--- src/rtl/mem_arbiter.sv ---
// ---------------------------------------------------------------------------------------------
// mem_arbiter
//
// Two-requester round-robin arbiter in front of the single-port memory_wrapper. Port 0 is the
// systolic-array operand loader, port 1 the result writeback / image path. At most one command
// is issued to the wrapper per cycle, gated by the wrapper's read_ready / write_ready. The owner
// of every outstanding read is kept in an in-order tag FIFO so that each read_data beat can be
// routed back, registered, to the requester that issued it.
//
// Parameters
//   DATA_WIDTH       width of all address and data buses
//   MAX_OUTSTANDING  depth of the read-owner tag FIFO = max reads in flight (power of 2, >= 2)
//
// Ports
//   clk, reset                         system clock, synchronous active-high reset
//   reqN_valid/we/be/addr/wdata        command from requester N (we: 1 = write, be: 1 = byte)
//   reqN_ready                         command of requester N accepted this cycle
//   rspN_valid/data                    registered read response to requester N (1-cycle pulse)
//   mem_address/write_data/we/re/be    command to the wrapper
//   mem_read_data/read_valid           read return from the wrapper
//   mem_read_ready/write_ready         wrapper can take a read / write this cycle
//   grant_count0/1                     free-running count of accepted commands per port
//   tag_error                          sticky: read_valid seen while no read was outstanding
// ---------------------------------------------------------------------------------------------
module mem_arbiter #(
    parameter int unsigned DATA_WIDTH      = 32,
    parameter int unsigned MAX_OUTSTANDING = 4
) (
    input  logic                  clk,
    input  logic                  reset,

    input  logic                  req0_valid,
    input  logic                  req0_we,
    input  logic                  req0_be,
    input  logic [DATA_WIDTH-1:0] req0_addr,
    input  logic [DATA_WIDTH-1:0] req0_wdata,
    output logic                  req0_ready,
    output logic                  rsp0_valid,
    output logic [DATA_WIDTH-1:0] rsp0_data,

    input  logic                  req1_valid,
    input  logic                  req1_we,
    input  logic                  req1_be,
    input  logic [DATA_WIDTH-1:0] req1_addr,
    input  logic [DATA_WIDTH-1:0] req1_wdata,
    output logic                  req1_ready,
    output logic                  rsp1_valid,
    output logic [DATA_WIDTH-1:0] rsp1_data,

    output logic [DATA_WIDTH-1:0] mem_address,
    output logic [DATA_WIDTH-1:0] mem_write_data,
    output logic                  mem_we,
    output logic                  mem_re,
    output logic                  mem_be,
    input  logic [DATA_WIDTH-1:0] mem_read_data,
    input  logic                  mem_read_valid,
    input  logic                  mem_read_ready,
    input  logic                  mem_write_ready,

    output logic [31:0]           grant_count0,
    output logic [31:0]           grant_count1,
    output logic                  tag_error
);

    localparam int unsigned PtrW = (MAX_OUTSTANDING > 1) ? $clog2(MAX_OUTSTANDING) : 1;
    localparam int unsigned CntW = PtrW + 1;

    // ---------------------------------------------------------------------------------------
    // State
    // ---------------------------------------------------------------------------------------
    logic                       last_grant_q, last_grant_d;
    logic [31:0]                cnt0_q, cnt0_d;
    logic [31:0]                cnt1_q, cnt1_d;
    logic                       tag_error_q, tag_error_d;

    logic [MAX_OUTSTANDING-1:0] tag_mem_q;
    logic [PtrW-1:0]            wr_ptr_q, wr_ptr_d;
    logic [PtrW-1:0]            rd_ptr_q, rd_ptr_d;
    logic [CntW-1:0]            count_q, count_d;

    logic                       rsp0_valid_q, rsp0_valid_d;
    logic                       rsp1_valid_q, rsp1_valid_d;
    logic [DATA_WIDTH-1:0]      rsp0_data_q, rsp0_data_d;
    logic [DATA_WIDTH-1:0]      rsp1_data_q, rsp1_data_d;

    // ---------------------------------------------------------------------------------------
    // Tag FIFO status
    // ---------------------------------------------------------------------------------------
    logic fifo_empty;
    logic fifo_full;
    logic fifo_can_push;
    logic head_tag;
    logic push;
    logic pop;

    assign fifo_empty = (count_q == '0);
    assign fifo_full  = (count_q == CntW'(MAX_OUTSTANDING));
    assign head_tag   = tag_mem_q[rd_ptr_q];

    // A pop in the same cycle frees the slot, so a full FIFO still accepts a read that cycle.
    assign fifo_can_push = ~fifo_full | mem_read_valid;

    // ---------------------------------------------------------------------------------------
    // Eligibility and round-robin arbitration
    // ---------------------------------------------------------------------------------------
    logic elig0;
    logic elig1;
    logic gnt0;
    logic gnt1;
    logic gnt_any;

    assign elig0 = req0_valid & (req0_we ? mem_write_ready : (mem_read_ready & fifo_can_push));
    assign elig1 = req1_valid & (req1_we ? mem_write_ready : (mem_read_ready & fifo_can_push));

    // On contention the port that did not win last time is granted.
    assign gnt0    = ~reset & elig0 & (~elig1 | last_grant_q);
    assign gnt1    = ~reset & elig1 & (~elig0 | ~last_grant_q);
    assign gnt_any = gnt0 | gnt1;

    assign req0_ready = gnt0;
    assign req1_ready = gnt1;

    // ---------------------------------------------------------------------------------------
    // Command mux to the wrapper
    // ---------------------------------------------------------------------------------------
    always_comb begin
        mem_address    = req0_addr;
        mem_write_data = req0_wdata;
        mem_be         = req0_be;
        mem_we         = 1'b0;
        mem_re         = 1'b0;
        if (reset) begin
            mem_address    = '0;
            mem_write_data = '0;
            mem_be         = 1'b0;
        end else if (gnt1) begin
            mem_address    = req1_addr;
            mem_write_data = req1_wdata;
            mem_be         = req1_be;
            mem_we         = req1_we;
            mem_re         = ~req1_we;
        end else if (gnt0) begin
            mem_we         = req0_we;
            mem_re         = ~req0_we;
        end
    end

    assign push = gnt_any & mem_re;
    assign pop  = mem_read_valid & ~fifo_empty;

    // ---------------------------------------------------------------------------------------
    // Next state
    // ---------------------------------------------------------------------------------------
    always_comb begin
        last_grant_d = last_grant_q;
        cnt0_d       = cnt0_q;
        cnt1_d       = cnt1_q;
        tag_error_d  = tag_error_q;
        wr_ptr_d     = wr_ptr_q;
        rd_ptr_d     = rd_ptr_q;
        count_d      = count_q;

        if (gnt_any) begin
            last_grant_d = gnt1;
        end
        if (gnt0) begin
            cnt0_d = cnt0_q + 32'd1;
        end
        if (gnt1) begin
            cnt1_d = cnt1_q + 32'd1;
        end

        if (push) begin
            wr_ptr_d = wr_ptr_q + 1'b1;
        end
        if (pop) begin
            rd_ptr_d = rd_ptr_q + 1'b1;
        end
        unique case ({push, pop})
            2'b10:   count_d = count_q + 1'b1;
            2'b01:   count_d = count_q - 1'b1;
            default: count_d = count_q;
        endcase

        // A return beat with no owner is dropped and flagged.
        if (mem_read_valid && fifo_empty) begin
            tag_error_d = 1'b1;
        end

        rsp0_valid_d = pop & ~head_tag;
        rsp1_valid_d = pop & head_tag;
        rsp0_data_d  = rsp0_valid_d ? mem_read_data : '0;
        rsp1_data_d  = rsp1_valid_d ? mem_read_data : '0;
    end

    // ---------------------------------------------------------------------------------------
    // Registers
    // ---------------------------------------------------------------------------------------
    always_ff @(posedge clk) begin
        if (reset) begin
            last_grant_q <= 1'b1;
            cnt0_q       <= '0;
            cnt1_q       <= '0;
            tag_error_q  <= 1'b0;
            tag_mem_q    <= '0;
            wr_ptr_q     <= '0;
            rd_ptr_q     <= '0;
            count_q      <= '0;
            rsp0_valid_q <= 1'b0;
            rsp1_valid_q <= 1'b0;
            rsp0_data_q  <= '0;
            rsp1_data_q  <= '0;
        end else begin
            last_grant_q <= last_grant_d;
            cnt0_q       <= cnt0_d;
            cnt1_q       <= cnt1_d;
            tag_error_q  <= tag_error_d;
            if (push) begin
                tag_mem_q[wr_ptr_q] <= gnt1;
            end
            wr_ptr_q     <= wr_ptr_d;
            rd_ptr_q     <= rd_ptr_d;
            count_q      <= count_d;
            rsp0_valid_q <= rsp0_valid_d;
            rsp1_valid_q <= rsp1_valid_d;
            rsp0_data_q  <= rsp0_data_d;
            rsp1_data_q  <= rsp1_data_d;
        end
    end

    assign rsp0_valid   = rsp0_valid_q;
    assign rsp1_valid   = rsp1_valid_q;
    assign rsp0_data    = rsp0_data_q;
    assign rsp1_data    = rsp1_data_q;
    assign grant_count0 = cnt0_q;
    assign grant_count1 = cnt1_q;
    assign tag_error    = tag_error_q;

endmodule

--- config.mk ---
export PLATFORM = sky130hd
export DESIGN_NAME = mem_arbiter
export DESIGN_NICKNAME = d
export VERILOG_FILES = /design/src/rtl/mem_arbiter.sv
export SDC_FILE = /design/constraint.sdc
export NUM_CORES = 1
export LEC_CHECK = 0
export CORE_AREA = 4 4 143 145
export DETAILED_ROUTE_END_ITERATION = 12
export DIE_AREA = 0 0 147 149
export DONT_BUFFER_PORTS = 1
export GPL_ROUTABILITY_DRIVEN = 1
export HOLD_SLACK_MARGIN = 0.15
export PLACE_DENSITY = 0.55
export SYNTH_ARGS = -nofsm -noshare
export SYNTH_HDL_FRONTEND = slang
export SYNTH_SLANG_ARGS = --single-unit
--- constraint.sdc ---
create_clock -name clk -period 3.7 [get_ports clk]
set_clock_uncertainty 0.05 [all_clocks]
set_input_delay 0.37 -clock clk [delete_from_list [all_inputs] [get_ports clk]]
set_output_delay 0.37 -clock clk [all_outputs]
set_load 0.05 [all_outputs]
---- Word level (Yosys, flattened, before mapping) ----
Cells that the tools add are included.
word-level totals
  register bits after elaboration ......... 143
  bits in latches ......................... 0
  RAM bits ................................ 0
  memory bits (read-only) ................. 0
  input port bits ......................... 171
  output and inout bits ................... 200
  word-level logic and storage cells ...... 76
  memories kept ........................... 0
cells by class
  add/subtract/negate cells ............... 6
  multiply operators ...................... 0
  div/mod/pow operators ................... 0
  $lt $le $gt $ge ......................... 3
  equality and inequality tests ........... 3
  shift-type cells ........................ 0
  multiplexer cells ....................... 20
  bitwise logic cells ..................... 26
  reductions and logical operators ........ 6
operators by type and width
  cell                                                                count
  2-to-1 mux 32 bit                                                   4
  adder 32 x 1 -> 32 bit (second input constant)                      2
  2-to-1 mux 1 bit                                                    12
  AND 1 bit                                                           11
  inverter 1 bit                                                      11
  less-than comparator 2 x 3 -> 1 bit (second input constant)         2
  case mux 3 bit (2 select lines)                                     1
  adder 2 x 1 -> 2 bit (second input constant)                        2
  bitwise mux 4 bit                                                   1
  bitwise OR 1 bit                                                    4
  OR reduction 2 bit                                                  2
  adder 3 x 1 -> 3 bit (second input constant)                        1
  equality test 3 bit (second input constant)                         1
  zero test 3 bit                                                     1
  subtractor 3 x 1 -> 3 bit (second input constant)                   1
  binary-select mux 1 bit (select 2 bit)                              1
  demux 1 bit (select 2 bit)                                          1
  equality test 2 x 1 -> 1 bit (second input constant)                1
  equality test 2 bit (second input constant)                         1
  greater-or-equal comparator 2 x 1 -> 1 bit (second input constant)  1
  logical AND 1 bit                                                   2
  nonzero test 2 bit                                                  1

---- Depth between registers and ports, before layout ----
Gate-level depths: netlist of run 1.
  depth in word-level cells ............... 15
  mapped depth ............................ 13
  depth with buffers taken out ............ 11

---- Least setup slack after synthesis of run 1 ----
OpenSTA, ideal clock, no wires.
  path type ............................... in2reg
  start point ............................. input req0_valid
  end point ............................... register count_q[2]
  library setup time ...................... 0.070 ns
  arrival time ............................ 3.124 ns
  data required time ...................... 3.580 ns
  path slack .............................. 0.455 ns
  stages .................................. 11
  path buffers ............................ 1
  path through ............................ clkbuf_1 and2_1 a2111oi_0 a21o_1 inv_1 ha_1 inv_1 fa_1 xor2_1 or3_1 a21oi_1
on the way
  word-level cells in the longest chain between the ends .. 9
  elaborated cells on any way between the ends .. 15
  those cells by class .................... 2 x eq/ne; 4 x mux; 8 x bitwise; 1 x reduce/logical
ends and longest elaborated chain
  item                                                                   RTL line  source
  start: declaration                                                     32        input logic req0_valid,
  AND 1 bit *                                                            112       assign elig0 = req0_valid & (req0_we ? mem_write_ready : (mem_read_ready & fifo_can_push));
  AND 1 bit or inverter 1 bit (tied branches)                            116, 117
  AND 1 bit or bitwise OR 1 bit (tied branches)                          116, 117
  2-to-1 mux 1 bit or AND 1 bit (tied branches)                          142, 117
  2-to-1 mux 1 bit *                                                     136       end else if (gnt1) begin
  2-to-1 mux 1 bit *                                                     132       if (reset) begin
  via mem_re                                                             53        output logic mem_re,
  AND 1 bit *                                                            148       assign push = gnt_any & mem_re;
  equality test 2 x 1 -> 1 bit or equality test 2 bit (tied branches)    179       unique case ({push, pop})
  case mux 3 bit (2 select lines) or nonzero test 2 bit (tied branches)  n/a
  end signal: assignment                                                 223       count_q <= count_d;
  end: declaration                                                       79        logic [CntW-1:0] count_q, count_d;
The timed path passes the listed nets; every way through them passes the cells marked *.
A chain may end at the register's enable or synchronous reset.

---- Final worst setup path of run 1 ----
  start point ............................. register count_q[0]
  end point ............................... output mem_we
on the way
  elaborated cells on any way between the ends .. 19
  those cells by class .................... 1 x eq/ne; 5 x mux; 13 x bitwise
RTL lines
  item                   RTL line  source
  equality test 3 bit *  97        assign fifo_full = (count_q == CntW'(MAX_OUTSTANDING));
  inverter 1 bit *       101       assign fifo_can_push = ~fifo_full | mem_read_valid;
  bitwise OR 1 bit *     101
  AND 1 bit *            112, 113
  2-to-1 mux 1 bit       112
  AND 1 bit              112
  inverter 1 bit         117       assign gnt1 = ~reset & elig1 & (~elig0 | ~last_grant_q);
  bitwise OR 1 bit       117
  AND 1 bit *            117
  via req1_ready         46        output logic req1_ready,
  2-to-1 mux 1 bit *     136
  2-to-1 mux 1 bit *     132
  end: declaration       52        output logic mem_we,
Marks and branches as above.

==> impl_metrics.csv, run 1 <==
group,metric,value,unit
logic_synthesis,netlist_instances,821,
logic_synthesis,seq_total_area_yosys,43.2,%
timing,rsz0062_at_grt,"no",
logic_synthesis,synth_enable_flop_cells,0,
drt,total_wirelength,21600,um
worst_setup_path,r2r_setup_slack,0.63,ns
placed_design,io_buffers,0,
layout,mostFrequentLayoutCell,"sky130_fd_sc_hd__nand2_1",
timing,min_period,3.50,ns
power,irDropWorstVdd,0.000279,V
layout,fillers,1906,
worst_setup_path,r2r-end,"count_q[2]",
power,p_sw_share,30.4,%
worst_setup_path,critPathCaptureType,"output port",
power,cellPowerDensity,480,mW/mm2
layout,num_antenna_cells,0,
clock_tree,tritoncts,"built",
timing,whs,0.188,ns
power,seq_power_share,42.7,%
global_route,total_routing_usage_gr,18.5,%
layout,drive_above_1_share,15.2,%
global_route,grt_max_degree,78,
floorplanning,die_height,149,um
timing,setup_viol,0,
global_route,grt_pass1_wl,32200,um
timing,finalCritPeriodShare,94.6,%
layout,commonest_cells_after_routing_fill_and_taps_aside,"sky130_fd_sc_hd__nand2_1 (158), sky130_fd_sc_hd__dfxtp_1 (143), sky130_fd_sc_hd__a21oi_1 (110), sky130_fd_sc_hd__buf_4 (90), sky130_fd_sc_hd__and2_1 (69)",
clock_tree,numCtsBuffers,17,
floorplanning,die-area,0.0219,mm2
hold_path,worstHoldEndpoint,"grant_count0[2]",
layout,fin_area,0.00848,mm2
worst_setup_path,critical_path_required,3.28,ns
drt,route.vias.total,6181,
clock_tree,clk_latency_worst_skew_pair,0.42,ns
power,power.share.clock,41.5,%
worst_setup_path,crit-reg2reg-launch,"count_q[0]",
power,power.internal,2.83,mW
clock_tree,clock_tree.buffer_depth,2,
worst_setup_path,worstSetupPathType,"flip-flop to output port",
power,p_sw,1.24,mW
drt,first_iter_violations,225,
logic_synthesis,synth_async_sr_flop_share,0,%
logic_synthesis,synth_area_per_cell,8.08,um2
drt,final_routed_drc_violation_total,0,
drt,viasPerCell,5.16,
layout,layout.nets,1099,
drt,routed_wire_length_per_instance,18.0,um
outcome,outcome,"complete, no violations",
floorplanning,io_pins,371,
floorplanning,floorplan.rows,51,
logic_synthesis,yosysWarningCount,0,
floorplanning,core_region_area,0.0192,mm2
floorplanning,die_width,147,um
timing,maxSlewHeadroom,22.6,%
clock_tree,htree_num_levels,4,
clock_tree,cell_at_the_root_of_the_clock_tree,"sky130_fd_sc_hd__clkbuf_16",
logic_synthesis,ys_dominant_reg_cell,"sky130_fd_sc_hd__dfxtp_1",
logic_synthesis,synthesized_flop_and_latch_total,143,
worst_setup_path,reg2reg_depth,11,
logic_synthesis,synth_largest_area_cell,"sky130_fd_sc_hd__dfxtp_1",
floorplanning,start_util,34.5,%
power,p_leak,3.21,nW
timing,slew_viol_final,0,
placed_design,placed_area,0.00749,mm2
clock_tree,clk_pin_slew,0.06,ns
placed_design,detailed_place_hpwl,15800,um
global_route,grt_pass1_vias,5814,
hold_path,worst_hold_path.num_cells,3,
logic_synthesis,yosysUniqueCellTypes,56,
placed_design,globalplace.congestion,0.828,
power,power.combinational.fraction,15.8,%
worst_setup_path,cp-start-kind,"flip-flop",
hold_path,hold_path.class,"input pin to flip-flop",
drt,tritonroute_pass_1_iters,4,
timing,timing.fmax,286,MHz
worst_setup_path,worstPathArrival,3.08,ns
worst_setup_path,worstPathMaxFanout,9,
hold_path,worstHoldStart,"req0_valid",
flow_run,cap_viol_max_count,0,
timing,final-hold-violation-count,0,
logic_synthesis,post_synth_main_area_contributors,"sky130_fd_sc_hd__dfxtp_1 (43%), sky130_fd_sc_hd__nand2_1 (8.9%), sky130_fd_sc_hd__a21oi_1 (8.3%), sky130_fd_sc_hd__and2_1 (6.5%), sky130_fd_sc_hd__or4_1 (2.7%)",
global_route,overflow,0,
drt,ant_nets,0,
clock_tree,clock-sinks,143,
clock_tree,post_cts_resized,0,
global_route,initial_antenna_violation_count,0,
worst_setup_path,critPathLaunch,"count_q[0]",
logic_synthesis,nets_in_the_synthesized_netlist,1000,
layout,fin_util,44.1,%
timing,slew_at_the_pin_closest_to_its_max_slew_limit,1.15,ns
logic_synthesis,netlist_area_before_placement,0.00663,mm2
logic_synthesis,post_synth_top_area_share,43.2,%
timing,fin_tns_setup,0,ns
layout,layout-area-overhead-vs-synth,27.8,%
==> worst max-delay path by stage <==
stage	depth (start not counted)	endpoint	slack, ns
6_report	4	mem_we	0.20
5_1_grt	4	mem_we	0.05
4_1_cts	4	mem_we	0.17
3_5_place_dp	4	mem_we	0.61
3_3_place_gp	4	mem_we	0.63
2_1_floorplan	11	count_q[2]	0.46
==> kinds of logic after synthesis <==
group,share of synthesized area (%)
muxes,1.32
DFF,43.2
AOI/OAI and AO/OA,16.1
xor gates and xnor gates,3.70
and+or+nand+nor,29.8
adders and majority gates,1.62
buffers and inverters,4.26
==> layout make-up <==
type	count	area, um2	area share [%]
Clock buffer	19	453	5.34
Inverter	20	75.1	0.886
Tap cell	265	332	3.91
Timing Repair Buffer	130	1110	13.1
Multi-Input combinational cell	608	3510	41.4
Clock inverter	12	134	1.58
Sequential cell	143	2860	33.8
==> per-stage QoR <==
| stage | power (mW) | std cells | worst slack [ns] |
|---|---|---|---|
| 2_1_floorplan | 2.21 | 821 | 0.455 |
| 3_3_place_gp | 2.36 | 1128 | 0.631 |
| 3_5_place_dp | 2.36 | 1128 | 0.614 |
| 4_1_cts | 4.11 | 1197 | 0.166 |
| 5_1_grt | 4.23 | 1197 | 0.0451 |
| 6_report | 4.07 | 1197 | 0.201 |
==> power by group through the flow <==
stage / combinational, mW / sequential [mW] / clock (mW)
floorplan: 0.442 / 1.77 / 0
global placement: 0.590 / 1.77 / 0
detailed placement: 0.589 / 1.77 / 0
CTS: 0.647 / 1.74 / 1.73
global route: 0.693 / 1.74 / 1.80
finish: 0.643 / 1.74 / 1.69
==> worst max-delay path: stages, from the launching register on <==
cell and delay [ns]:
sky130_fd_sc_hd__dfxtp_1 0.36, sky130_fd_sc_hd__nor4b_4 0.55, sky130_fd_sc_hd__o2111ai_2 0.33, sky130_fd_sc_hd__nor2_1 0.84
sky130_fd_sc_hd__a22o_1 0.59
==> cell usage after synthesis (4+ instances only) <==
cell and instances:
sky130_fd_sc_hd__a2111oi_0 6, sky130_fd_sc_hd__a211oi_1 8, sky130_fd_sc_hd__a21o_1 4, sky130_fd_sc_hd__a21oi_1 110, sky130_fd_sc_hd__and2_1 69, sky130_fd_sc_hd__and3_1 5, sky130_fd_sc_hd__and4_1 4, sky130_fd_sc_hd__buf_1 4
sky130_fd_sc_hd__buf_2 10, sky130_fd_sc_hd__clkbuf_1 35, sky130_fd_sc_hd__dfxtp_1 143, sky130_fd_sc_hd__ha_1 7, sky130_fd_sc_hd__inv_1 20, sky130_fd_sc_hd__nand2_1 158, sky130_fd_sc_hd__nand2b_1 4, sky130_fd_sc_hd__nand3_1 23
sky130_fd_sc_hd__nand4_1 11, sky130_fd_sc_hd__nor2_1 42, sky130_fd_sc_hd__nor2b_1 8, sky130_fd_sc_hd__nor4_1 8, sky130_fd_sc_hd__o21ai_0 12, sky130_fd_sc_hd__o31ai_1 23, sky130_fd_sc_hd__or3_1 13, sky130_fd_sc_hd__or4_1 24
sky130_fd_sc_hd__xnor2_1 19, sky130_fd_sc_hd__xor2_1 9
==> registers in the layout (all words and copies together) (netlist names) <==
| signal | cells |
|---|---|
| wr_ptr_q | 2 |
| grant_count0 | 32 |
| rsp1_valid | 1 |
| rsp0_valid | 1 |
| count_q | 3 |
| rsp1_data | 32 |
| rsp0_data | 32 |
| grant_count1 | 32 |
| tag_error | 1 |
| last_grant_q | 1 |
| tag_mem_q | 4 |
| rd_ptr_q | 2 |
==> layer usage <==
layer	vias up	global-route usage (%)	part of all wire, %
met5	-	0	0
met4	0	5.13	1.3
met3	17	5.65	7.5
met2	243	30.7	49
met1	2877	23.4	42
li1	3044	-	-
==> repair_timing <==
action,CTS,global route
endpoints found under the hold margin,139,0
setup buffers,0,0
hold buffers,38,0
(Power assumes the default switching activity.)
==> run 2, diff against run 1 <==
TNS_END_PERCENT = 50   (was default)
==> results of run 2 <==
Same layout as run 1: the final DEF is identical, and so are final timing and power.
==> run 3, diff against run 2 <==
SLEW_MARGIN = 25   (was default)
==> run 3 against run 2 <==
  * Wire length is 0.79% higher
  * Fmax rose by 0.14%
  * Combinational power about the same
  * Sequential share of layout area unchanged
  * Total power down 0.11%
  * Critical path type unchanged
  * Critical endpoint unchanged
  * Highest routed layer unchanged
==> impl_metrics.csv, run 3 (synthesis gave the netlist of run 1 again) <==
group,metric,value,unit
timing,setup_viol,0,
global_route,total_routing_usage_gr,18.5,%
global_route,overflow,0,
timing,timing.fmax,286,MHz
drt,tritonroute_pass_1_iters,5,
clock_tree,setup_bufs_post_cts,0,
clock_tree,clock_tree.buffer_depth,2,
floorplanning,die_width,147,um
drt,final_routed_drc_violation_total,0,
global_route,initial_antenna_violation_count,1,
clock_tree,cell_at_the_root_of_the_clock_tree,"sky130_fd_sc_hd__clkbuf_16",
drt,ant_nets,0,
hold_path,hold_path.class,"input pin to flip-flop",
floorplanning,die-area,0.0219,mm2
floorplanning,io_pins,371,
clock_tree,htree_num_levels,4,
worst_setup_path,worstSetupPathType,"flip-flop to output port",
floorplanning,floorplan.rows,51,
timing,final-hold-violation-count,0,
drt,viasPerCell,5.16,
worst_setup_path,critical_path.max_stage_delay,0.84,ns
timing,maxSlewHeadroom,33.1,%
power,irDropWorstVdd,0.000292,V
timing,min_period,3.49,ns
timing,finalCritPeriodShare,94.4,%
worst_setup_path,worstPathArrival,3.07,ns
worst_setup_path,path_cells,"nor4b_4, o2111ai_2, nor2_1, a22o_1",
layout,drive_above_1_share,15.2,%
worst_setup_path,critical_path_required,3.28,ns
floorplanning,core_region_area,0.0192,mm2
timing,slew_at_the_pin_closest_to_its_max_slew_limit,0.999,ns
drt,route.vias.total,6184,
global_route,grt_max_degree,78,
flow_run,cap_viol_max_count,0,
global_route,grt_pass1_vias,5726,
timing,slew_viol_final,0,
layout,fin_util,44.1,%
timing,fin_tns_setup,0,ns
timing,whs,0.183,ns
layout,commonest_cells_after_routing_fill_and_taps_aside,"sky130_fd_sc_hd__nand2_1 (158), sky130_fd_sc_hd__dfxtp_1 (143), sky130_fd_sc_hd__a21oi_1 (110), sky130_fd_sc_hd__buf_4 (90), sky130_fd_sc_hd__and2_1 (69)",
clock_tree,clock-sinks,143,
placed_design,dp_cells,1128,
clock_tree,clk_pin_slew,0.06,ns
layout,mostFrequentLayoutCell,"sky130_fd_sc_hd__nand2_1",
floorplanning,start_util,34.5,%
floorplanning,die_height,149,um
drt,first_iter_violations,250,
worst_setup_path,worstPathMaxFanout,9,
global_route,grt_pass1_wl,32000,um
clock_tree,tritoncts,"built",
power,p_leak,3.20,nW
drt,routed_wire_length_per_instance,18.1,um
power,cellPowerDensity,479,mW/mm2
placed_design,detailed_place_hpwl,15800,um
worst_setup_path,crit_buf_inv,0,
placed_design,io_buffers,0,
clock_tree,numCtsBuffers,17,
worst_setup_path,timing.critical_path.max_delay_family,"simple AND/OR/NAND/NOR gates",
worst_setup_path,cp-start-kind,"flip-flop",
outcome,outcome,"complete, no violations",
layout,non_filler_cells_final,1198,
clock_tree,cts_hold_buf,38,
clock_tree,post_cts_resized,0,
worst_setup_path,critical_path.slowest_cell,"sky130_fd_sc_hd__nor2_1",
placed_design,globalplace.congestion,0.828,
layout,layout.nets,1099,
clock_tree,clk_latency_worst_skew_pair,0.42,ns
layout,layout-area-overhead-vs-synth,27.8,%
drt,total_wirelength,21700,um
worst_setup_path,critPathCaptureType,"output port",
timing,rsz0062_at_grt,"no",
[run 3: changes by cell type in the layout (fill, tap and decap cells not counted), sizes merged]
cell	change
inv	-1
diode	+1
clkinv	+1
[run 3: worst reg2reg max path: stages (launching register included)]
cell	delay (ns)
sky130_fd_sc_hd__dfxtp_1	0.36
sky130_fd_sc_hd__nor4b_4	0.55
sky130_fd_sc_hd__a211o_1	0.42
sky130_fd_sc_hd__nor2_1	0.18
sky130_fd_sc_hd__a21o_1	0.20
sky130_fd_sc_hd__inv_1	0.05
sky130_fd_sc_hd__ha_1	0.17
sky130_fd_sc_hd__inv_1	0.06
sky130_fd_sc_hd__fa_1	0.38
sky130_fd_sc_hd__xor2_1	0.16
sky130_fd_sc_hd__or3_1	0.30
sky130_fd_sc_hd__a21oi_1	0.14
[run 3: final timing paths]
check | from | to | slack (ns) | cells past startpoint
max reg2reg | count_q[0] | count_q[2] | 0.62 | 11
min reg2reg | tag_mem_q[0] | tag_mem_q[0] | 0.47 | 2
max | count_q[0] | mem_we | 0.21 | 4
min | req0_valid | grant_count0[2] | 0.18 | 3
[run 3: final cells by class]
class / count / area (um2)
timing repair buffer: 130 / 1110
antenna: 1 / 2.50
clock buffer: 19 / 443
fill: 1910 / 10700
inverter: 20 / 75.1
multi-input combinational: 608 / 3510
clock inverter: 12 / 138
sequential: 143 / 2860
tap: 265 / 332
[run 3: per-stage QoR]
step | area (um2) | power [mW] | worst slack [ns]
after floorplan | 6630 | 2.21 | 0.455
after global placement | 7490 | 2.36 | 0.631
after detailed placement | 7490 | 2.36 | 0.626
after CTS | 8470 | 4.10 | 0.175
after global routing | 8480 | 4.22 | 0.0475
final | 8480 | 4.06 | 0.206
[run 3: routing by layer]
layer  vias to the layer above  routed length (um)  track usage [%]
met1                      2890                9300             23.7
met4                         0                 142             5.13
met2                       243               10800             30.6
li1                       3038                   -                -
met5                         -                   0                0
met3                        13                1480             5.20
[run 3: power by group]
part | switching (mW) | internal [mW] | total (mW) | leakage (nW)
combinational | 0.429 | 0.214 | 0.643 | 1.77
clock | 0.673 | 1.01 | 1.68 | 0.279
sequential | 0.146 | 1.59 | 1.73 | 1.15
